### src/rtl/alu_exec_stage_if.sv
// rtl/alu_exec_stage_if.sv - op-in / result-out handshake bundle for alu_exec_stage
//
// Purpose: groups the upstream op channel and the downstream result channel.
// Ports (signals):
//   in_valid/in_ready              op handshake
//   in_a, in_b                     32-bit operands
//   in_a_or_l, in_s_or_u           arithmetic/logic select, signedness
//   in_opcode, in_tag              ALU opcode, opaque destination tag
//   out_valid/out_ready            result handshake
//   out_result, out_tag, out_dz    captured result, its tag, divide-by-zero flag
// Modports: slave = the stage, master = the producer/consumer side.
interface alu_exec_stage_if;
  logic        in_valid;
  logic        in_ready;
  logic [31:0] in_a;
  logic [31:0] in_b;
  logic        in_a_or_l;
  logic        in_s_or_u;
  logic [2:0]  in_opcode;
  logic [3:0]  in_tag;
  logic        out_valid;
  logic        out_ready;
  logic [31:0] out_result;
  logic [3:0]  out_tag;
  logic        out_dz;

  modport slave (
    input  in_valid, in_a, in_b, in_a_or_l, in_s_or_u, in_opcode, in_tag, out_ready,
    output in_ready, out_valid, out_result, out_tag, out_dz
  );

  modport master (
    output in_valid, in_a, in_b, in_a_or_l, in_s_or_u, in_opcode, in_tag, out_ready,
    input  in_ready, out_valid, out_result, out_tag, out_dz
  );
endinterface

### src/rtl/alu_exec_stage.sv
// rtl/alu_exec_stage.sv - execute-stage sequencer in front of the Alu block
//
// Purpose: accepts one ALU op per handshake, registers it onto the Alu inputs,
// holds it for the op's settle time (1 cycle, or MULDIV_CYCLES for mul/div),
// then captures the Alu answer into a result register for writeback.
// Ports:
//   clk, reset      clock, synchronous active-high reset
//   bus (slave)     op input channel and result output channel
//   alu_a, alu_b, alu_a_or_l, alu_s_or_u, alu_opcode   registered Alu inputs
//   alu_answer      Alu AnswerOne
//   busy            stage not idle
module alu_exec_stage #(
  parameter int MULDIV_CYCLES = 4
) (
  input  logic               clk,
  input  logic               reset,
  alu_exec_stage_if.slave    bus,
  output logic [31:0]        alu_a,
  output logic [31:0]        alu_b,
  output logic               alu_a_or_l,
  output logic               alu_s_or_u,
  output logic [2:0]         alu_opcode,
  input  logic [31:0]        alu_answer,
  output logic               busy
);

  typedef enum logic [1:0] {
    IDLE = 2'd0,
    EXEC = 2'd1,
    DONE = 2'd2
  } state_t;

  // Counter holds remaining extra settle cycles; 4 bits covers 1..15.
  localparam logic [3:0] MD_LOAD = 4'(MULDIV_CYCLES - 1);

  state_t      state_q, state_d;
  logic [3:0]  cnt_q, cnt_d;
  logic [31:0] alu_a_q, alu_a_d;
  logic [31:0] alu_b_q, alu_b_d;
  logic        alu_a_or_l_q, alu_a_or_l_d;
  logic        alu_s_or_u_q, alu_s_or_u_d;
  logic [2:0]  alu_opcode_q, alu_opcode_d;
  logic [3:0]  tag_q, tag_d;
  logic        dz_q, dz_d;
  logic        out_valid_q, out_valid_d;
  logic [31:0] out_result_q, out_result_d;
  logic [3:0]  out_tag_q, out_tag_d;
  logic        out_dz_q, out_dz_d;
  logic        busy_q, busy_d;

  logic        in_ready;
  logic        accept;
  logic        new_dz;
  logic        new_multi;

  // Ready is purely a function of state and out_ready so upstream never sees
  // a combinational path from its own valid.
  assign in_ready = ~reset & ((state_q == IDLE) | ((state_q == DONE) & bus.out_ready));
  assign accept   = bus.in_valid & in_ready;

  // Divide by zero short-circuits the settle time: the answer is forced anyway.
  assign new_dz    = ~bus.in_a_or_l & (bus.in_opcode[1:0] == 2'b11) & (bus.in_b == '0);
  assign new_multi = ~bus.in_a_or_l & bus.in_opcode[1] & ~new_dz;

  always_comb begin
    state_d      = state_q;
    cnt_d        = cnt_q;
    alu_a_d      = alu_a_q;
    alu_b_d      = alu_b_q;
    alu_a_or_l_d = alu_a_or_l_q;
    alu_s_or_u_d = alu_s_or_u_q;
    alu_opcode_d = alu_opcode_q;
    tag_d        = tag_q;
    dz_d         = dz_q;
    out_valid_d  = out_valid_q;
    out_result_d = out_result_q;
    out_tag_d    = out_tag_q;
    out_dz_d     = out_dz_q;

    case (state_q)
      EXEC: begin
        if (cnt_q != 4'd0) begin
          cnt_d = cnt_q - 4'd1;
        end else begin
          out_valid_d  = 1'b1;
          out_result_d = dz_q ? 32'hFFFF_FFFF : alu_answer;
          out_tag_d    = tag_q;
          out_dz_d     = dz_q;
          state_d      = DONE;
        end
      end
      DONE: begin
        if (bus.out_ready) begin
          out_valid_d = 1'b0;
          state_d     = IDLE;
        end
      end
      default: ;
    endcase

    // Acceptance overrides the DONE->IDLE move so there is no bubble.
    if (accept) begin
      alu_a_d      = bus.in_a;
      alu_b_d      = bus.in_b;
      alu_a_or_l_d = bus.in_a_or_l;
      alu_s_or_u_d = bus.in_s_or_u;
      alu_opcode_d = bus.in_opcode;
      tag_d        = bus.in_tag;
      dz_d         = new_dz;
      cnt_d        = new_multi ? MD_LOAD : 4'd0;
      state_d      = EXEC;
    end

    busy_d = (state_d != IDLE);
  end

  always_ff @(posedge clk) begin
    if (reset) begin
      state_q      <= IDLE;
      cnt_q        <= 4'd0;
      alu_a_q      <= '0;
      alu_b_q      <= '0;
      alu_a_or_l_q <= 1'b0;
      alu_s_or_u_q <= 1'b0;
      alu_opcode_q <= 3'd0;
      tag_q        <= 4'd0;
      dz_q         <= 1'b0;
      out_valid_q  <= 1'b0;
      out_result_q <= '0;
      out_tag_q    <= 4'd0;
      out_dz_q     <= 1'b0;
      busy_q       <= 1'b0;
    end else begin
      state_q      <= state_d;
      cnt_q        <= cnt_d;
      alu_a_q      <= alu_a_d;
      alu_b_q      <= alu_b_d;
      alu_a_or_l_q <= alu_a_or_l_d;
      alu_s_or_u_q <= alu_s_or_u_d;
      alu_opcode_q <= alu_opcode_d;
      tag_q        <= tag_d;
      dz_q         <= dz_d;
      out_valid_q  <= out_valid_d;
      out_result_q <= out_result_d;
      out_tag_q    <= out_tag_d;
      out_dz_q     <= out_dz_d;
      busy_q       <= busy_d;
    end
  end

  assign bus.in_ready   = in_ready;
  assign bus.out_valid  = out_valid_q;
  assign bus.out_result = out_result_q;
  assign bus.out_tag    = out_tag_q;
  assign bus.out_dz     = out_dz_q;
  assign alu_a          = alu_a_q;
  assign alu_b          = alu_b_q;
  assign alu_a_or_l     = alu_a_or_l_q;
  assign alu_s_or_u     = alu_s_or_u_q;
  assign alu_opcode     = alu_opcode_q;
  assign busy           = busy_q;

endmodule

### src/flat_wrapper.sv
// flat-port wrapper written by rule: the top's interface ports become plain ports
module alu_exec_stage_flat 
#(
  parameter int MULDIV_CYCLES = 4
)
  (clk, reset, alu_a, alu_b, alu_a_or_l, alu_s_or_u, alu_opcode, alu_answer, busy, bus_in_valid, bus_in_a, bus_in_b, bus_in_a_or_l, bus_in_s_or_u, bus_in_opcode, bus_in_tag, bus_out_ready, bus_in_ready, bus_out_valid, bus_out_result, bus_out_tag, bus_out_dz);
  alu_exec_stage_if bus_i ();
  input  logic clk;
  input  logic reset;
  output logic [31:0] alu_a;
  output logic [31:0] alu_b;
  output logic alu_a_or_l;
  output logic alu_s_or_u;
  output logic [2:0] alu_opcode;
  input  logic [31:0] alu_answer;
  output logic busy;
  input wire logic [$bits(bus_i.in_valid)-1:0] bus_in_valid;
  input wire logic [$bits(bus_i.in_a)-1:0] bus_in_a;
  input wire logic [$bits(bus_i.in_b)-1:0] bus_in_b;
  input wire logic [$bits(bus_i.in_a_or_l)-1:0] bus_in_a_or_l;
  input wire logic [$bits(bus_i.in_s_or_u)-1:0] bus_in_s_or_u;
  input wire logic [$bits(bus_i.in_opcode)-1:0] bus_in_opcode;
  input wire logic [$bits(bus_i.in_tag)-1:0] bus_in_tag;
  input wire logic [$bits(bus_i.out_ready)-1:0] bus_out_ready;
  output wire logic [$bits(bus_i.in_ready)-1:0] bus_in_ready;
  output wire logic [$bits(bus_i.out_valid)-1:0] bus_out_valid;
  output wire logic [$bits(bus_i.out_result)-1:0] bus_out_result;
  output wire logic [$bits(bus_i.out_tag)-1:0] bus_out_tag;
  output wire logic [$bits(bus_i.out_dz)-1:0] bus_out_dz;
  assign bus_i.in_valid = bus_in_valid;
  assign bus_i.in_a = bus_in_a;
  assign bus_i.in_b = bus_in_b;
  assign bus_i.in_a_or_l = bus_in_a_or_l;
  assign bus_i.in_s_or_u = bus_in_s_or_u;
  assign bus_i.in_opcode = bus_in_opcode;
  assign bus_i.in_tag = bus_in_tag;
  assign bus_i.out_ready = bus_out_ready;
  assign bus_in_ready = bus_i.in_ready;
  assign bus_out_valid = bus_i.out_valid;
  assign bus_out_result = bus_i.out_result;
  assign bus_out_tag = bus_i.out_tag;
  assign bus_out_dz = bus_i.out_dz;
  alu_exec_stage #(.MULDIV_CYCLES(MULDIV_CYCLES)) u_core (.clk(clk), .reset(reset), .bus(bus_i), .alu_a(alu_a), .alu_b(alu_b), .alu_a_or_l(alu_a_or_l), .alu_s_or_u(alu_s_or_u), .alu_opcode(alu_opcode), .alu_answer(alu_answer), .busy(busy));
endmodule
### config.mk
export PLATFORM = sky130hd
export DESIGN_NAME = alu_exec_stage_flat
export DESIGN_NICKNAME = d
export VERILOG_FILES = /design/src/rtl/alu_exec_stage_if.sv /design/src/rtl/alu_exec_stage.sv /design/src/flat_wrapper.sv
export SDC_FILE = /design/constraint.sdc
export NUM_CORES = 1
export LEC_CHECK = 0
export CORE_MARGIN = 2
export CORE_UTILIZATION = 43
export DETAILED_ROUTE_END_ITERATION = 7
export PLACE_DENSITY = 0.85
export SYNTH_ARGS = -nofsm -noshare
export SYNTH_HDL_FRONTEND = slang
export SYNTH_SLANG_ARGS = --single-unit
### constraint.sdc
create_clock -name clk -period 3.7 [get_ports clk]
set_clock_uncertainty 0.1 [all_clocks]
set_input_delay 0.555 -clock clk [delete_from_list [all_inputs] [get_ports clk]]
set_output_delay 0.555 -clock clk [all_outputs]
set_load 0.005 [all_outputs]
==> flow_summary_export.csv <==
group,metric,value,unit
run_status,outcome,"completed",
placement,place_inst,864,
worst_setup_path,r2r-start,"u_core.state_q[1]$_SDFF_PP0_",
clocking,root_buffer,"clkbuf_8",
worst_setup_path,end_kind,"output pin",
cells_and_area,syn2layout_area_growth,65.73,%
global_routing,grt_pass1_wl,21.20,mm
clocking,cts_resized,0,
min_path,worstHoldStart,"u_core.tag_q[0]$_SDFFE_PP0N_",
logic_synthesis,synth_commonest_cells,"159 x nand2_1, 119 x dfxtp_1, 75 x o21ai_0, 66 x nor3_1, 36 x nor2_1",
logic_synthesis,synth-compound-area-share,10.95,%
logic_synthesis,ys_warn_count,0,
cells_and_area,num-fill-cells,727,
logic_synthesis,yosys.area_share.simple,28.08,%
flow_run,max-cap-violations,0,
detailed_routing,wire_per_inst,14.65,µm
global_routing,grt_max_degree,77,
global_routing,antenna_found_initial,0,
logic_synthesis,synth_area,4367,µm²
power,pwr-share-seq,38.0,%
logic_synthesis,synth_top_flop_cell,"dfxtp_1",
global_routing,grt_pass1_vias,4529,
worst_setup_path,cp_cell_sequence,"inv_1 > ha_1 > a21o_1 > and2_1 > clkdlybuf4s50_1",
detailed_routing,drt_first_pass_iters,4,
cells_and_area,diodes,0,
power,p_leak,2.645,nW
cells_and_area,final-seq-area,2382,µm²
power,peakVddDrop,0.2863,mV
logic_synthesis,synthAdderAreaFrac,1.433,%
power,p_per_area,548.4,nW/µm²
clocking,cts_tree,"built",
logic_synthesis,synth_edf_count,0,
cells_and_area,multiInputGateArea,1813,µm²
global_routing,overflow,0,
floorplan,core,9819,µm²
worst_setup_path,r2r_cells,7,
power,p_clk_share,43.2,%
power,switching_share,24.04,%
sta,slew_headroom,16.95,%
min_path,min_delay_path_depth,2,
sta,rsz0062_at_grt,"no",
worst_setup_path,crit_path_max_fanout,4,
logic_synthesis,synth_mux_area_share,0,%
floorplan,fp-row-count,36,
floorplan,die_x,104.8,µm
sta,setup_tns,0,ns
worst_setup_path,startpoint,"u_core.state_q[0]$_SDFF_PP0_",
placement,port_buffers,217,
sta,tightest_slew,1.244,ns
floorplan,start_util,44.47,%
floorplan,ios,218,
sta,fmax,378.9,MHz
sta,fin_crit_sh,71.33,%
cells_and_area,post-route-util,73.70,%
clocking,cts_max_path_buffers,2,
power,combPwrFrac,18.8,%
detailed_routing,antenna_left,0,
cells_and_area,nets,864,
detailed_routing,vias,4463,
logic_synthesis,synth_top_area_share,54.56,%
clocking,clk-insertion-delay-late,0.48,ns
power,power_switching,953.9,µW
cells_and_area,final_layout_size_suffix_gt1_share,5.636,%
detailed_routing,drc,0,
logic_synthesis,synth_seq_cells,119,
logic_synthesis,synth.avg_cell_area,7.939,µm²
logic_synthesis,synth_area_leader_cell,"dfxtp_1",
logic_synthesis,synthesis.nets,664,
clocking,path_clk_slew,0.06,ns
worst_setup_path,worst_ep_required_time,3.04,ns
sta,setup_viol,0,
worst_setup_path,startpoint_type,"register",
floorplan,dieArea,10980,µm²
min_path,hold_class,"register to register",
clocking,cts.sinks,119,
clocking,htreeDepth,4,
worst_setup_path,crit_arrival,1.98,ns
sta,drv_slew,0,
placement,hpwl,9.527,mm
power,p_int,3.015,mW
global_routing,grt_usage,23.91,%
logic_synthesis,synth_most_common_cell,"nand2_1",
logic_synthesis,synthesis.instances,550,
detailed_routing,routed_wl,13.12,mm
logic_synthesis,synth_xor_area_share,0.6017,%
worst_setup_path,critPathKind,"register to output pin",
clocking,cts_made_buffers,17,
worst_setup_path,critPathSlowestCell,"clkdlybuf4s50_1",
logic_synthesis,yosysUniqueCellTypes,33,
worst_setup_path,slowest_delay,0.45,ns
detailed_routing,vias_per_cell,4.981,
sta,layout_min_cycle_time,2.639,ns
logic_synthesis,ys_seq_area_share,54.56,%
sta,hold_violations,0,
clocking,hold_buffers,0,
logic_synthesis,synth_top_family_by_area,"simple AND/OR/NAND/NOR gates",
cells_and_area,final_cells,896,
clocking,post_cts_buffers,0,
detailed_routing,drtIter0Drc,183,
logic_synthesis,synth.area.top_cells,"dfxtp_1 55%, nand2_1 14%, o21ai_0 8.6%, nor3_1 7.6%, nor2_1 3.1%",
floorplan,die_h,104.8,µm
logic_synthesis,synth-async-reset-ratio,0,%
placement,place_congestion,0.8275,
## per-stage QoR
step                total power [mW]  setup slack (ns)  hold slack (ns)  area [µm²]
floorplan                      1.808             1.562           0.3321        4367
detailed placement             2.283            0.9773           0.3452        6606
CTS                            4.006             1.040           0.3572        7237
global placement               2.248             1.039           0.3367        6606
global route                   4.153            0.9652           0.3732        7237
finish                         3.968             1.061           0.3515        7237
## registers in the layout (all words and copies together) (netlist names), 2 cells and up
name	cells
u_core.alu_a	32
u_core.cnt_q	4
u_core.bus.out_tag	4
u_core.state_q	2
u_core.alu_b	32
u_core.tag_q	4
u_core.alu_opcode	3
u_core.bus.out_result	32
## cells by family after synthesis
family                     Yosys count
xor gates and xnor gates             3
buffers and inverters               47
DFF                                119
adders and majority gates            5
and+or+nand+nor                    285
AOI/OAI and AO/OA                   91
## path summary, 6_finish.rpt
path              slack [ns]                                 end
setup reg to reg        1.37              u_core.busy$_SDFF_PP0_
hold / removal          0.35  u_core.bus.out_tag[0]$_SDFFE_PP0P_
hold reg to reg         0.35  u_core.bus.out_tag[0]$_SDFFE_PP0P_
setup / recovery        1.06                        bus_in_ready
## power by group through the flow
stage	registers [mW]	logic (mW)	clock network, mW
detailed placement	1.53	0.750	0
global route	1.52	0.818	1.81
CTS	1.51	0.755	1.74
floorplan	1.54	0.270	0
global placement	1.52	0.726	0
finish	1.51	0.747	1.72
## cells in the final DEF, fill, tap and decap left out, types with 3 or more instances in the layout
cell type,count
clkdlybuf4s50_1,217
nand2_1,159
dfxtp_1,119
o21ai_0,75
nor3_1,66
nor2_1,36
clkbuf_16,16
a21oi_1,8
inv_1,5
nand3_1,5
nor4_1,5
ha_1,5
clkbuf_8,4
bufinv_16,4
buf_4,4
clkinv_4,3
## layout make-up
cell class              count  share of cell area, %
multi-input cells         384                  25.05
flip-flops and latches    119                  32.92
clock inverters            11                  2.369
repair buffers            222                  30.71
inverters                   6                 0.3112
well taps                 133                  2.299
clock buffers              21                  6.345
## worst max-delay path, delay by kind of cell (launching register included)
kind	cells	cell delay, ns
buf+inv	2	0.53
compound gates	1	0.20
fa+ha+maj	1	0.23
flops	1	0.38
simple gates	1	0.16
## layer usage
| metal | GRT usage (%) | wire length, µm | up-vias |
|---|---|---|---|
| li1 | - | - | 2230 |
| met1 | 25.76 | 5158 | 2043 |
| met5 | 0 | 0 | - |
| met3 | 9.732 | 1235 | 16 |
| met2 | 42.72 | 6576 | 174 |
| met4 | 7.238 | 151 | 0 |
No activity file was read; power rests on OpenSTA's default activity.
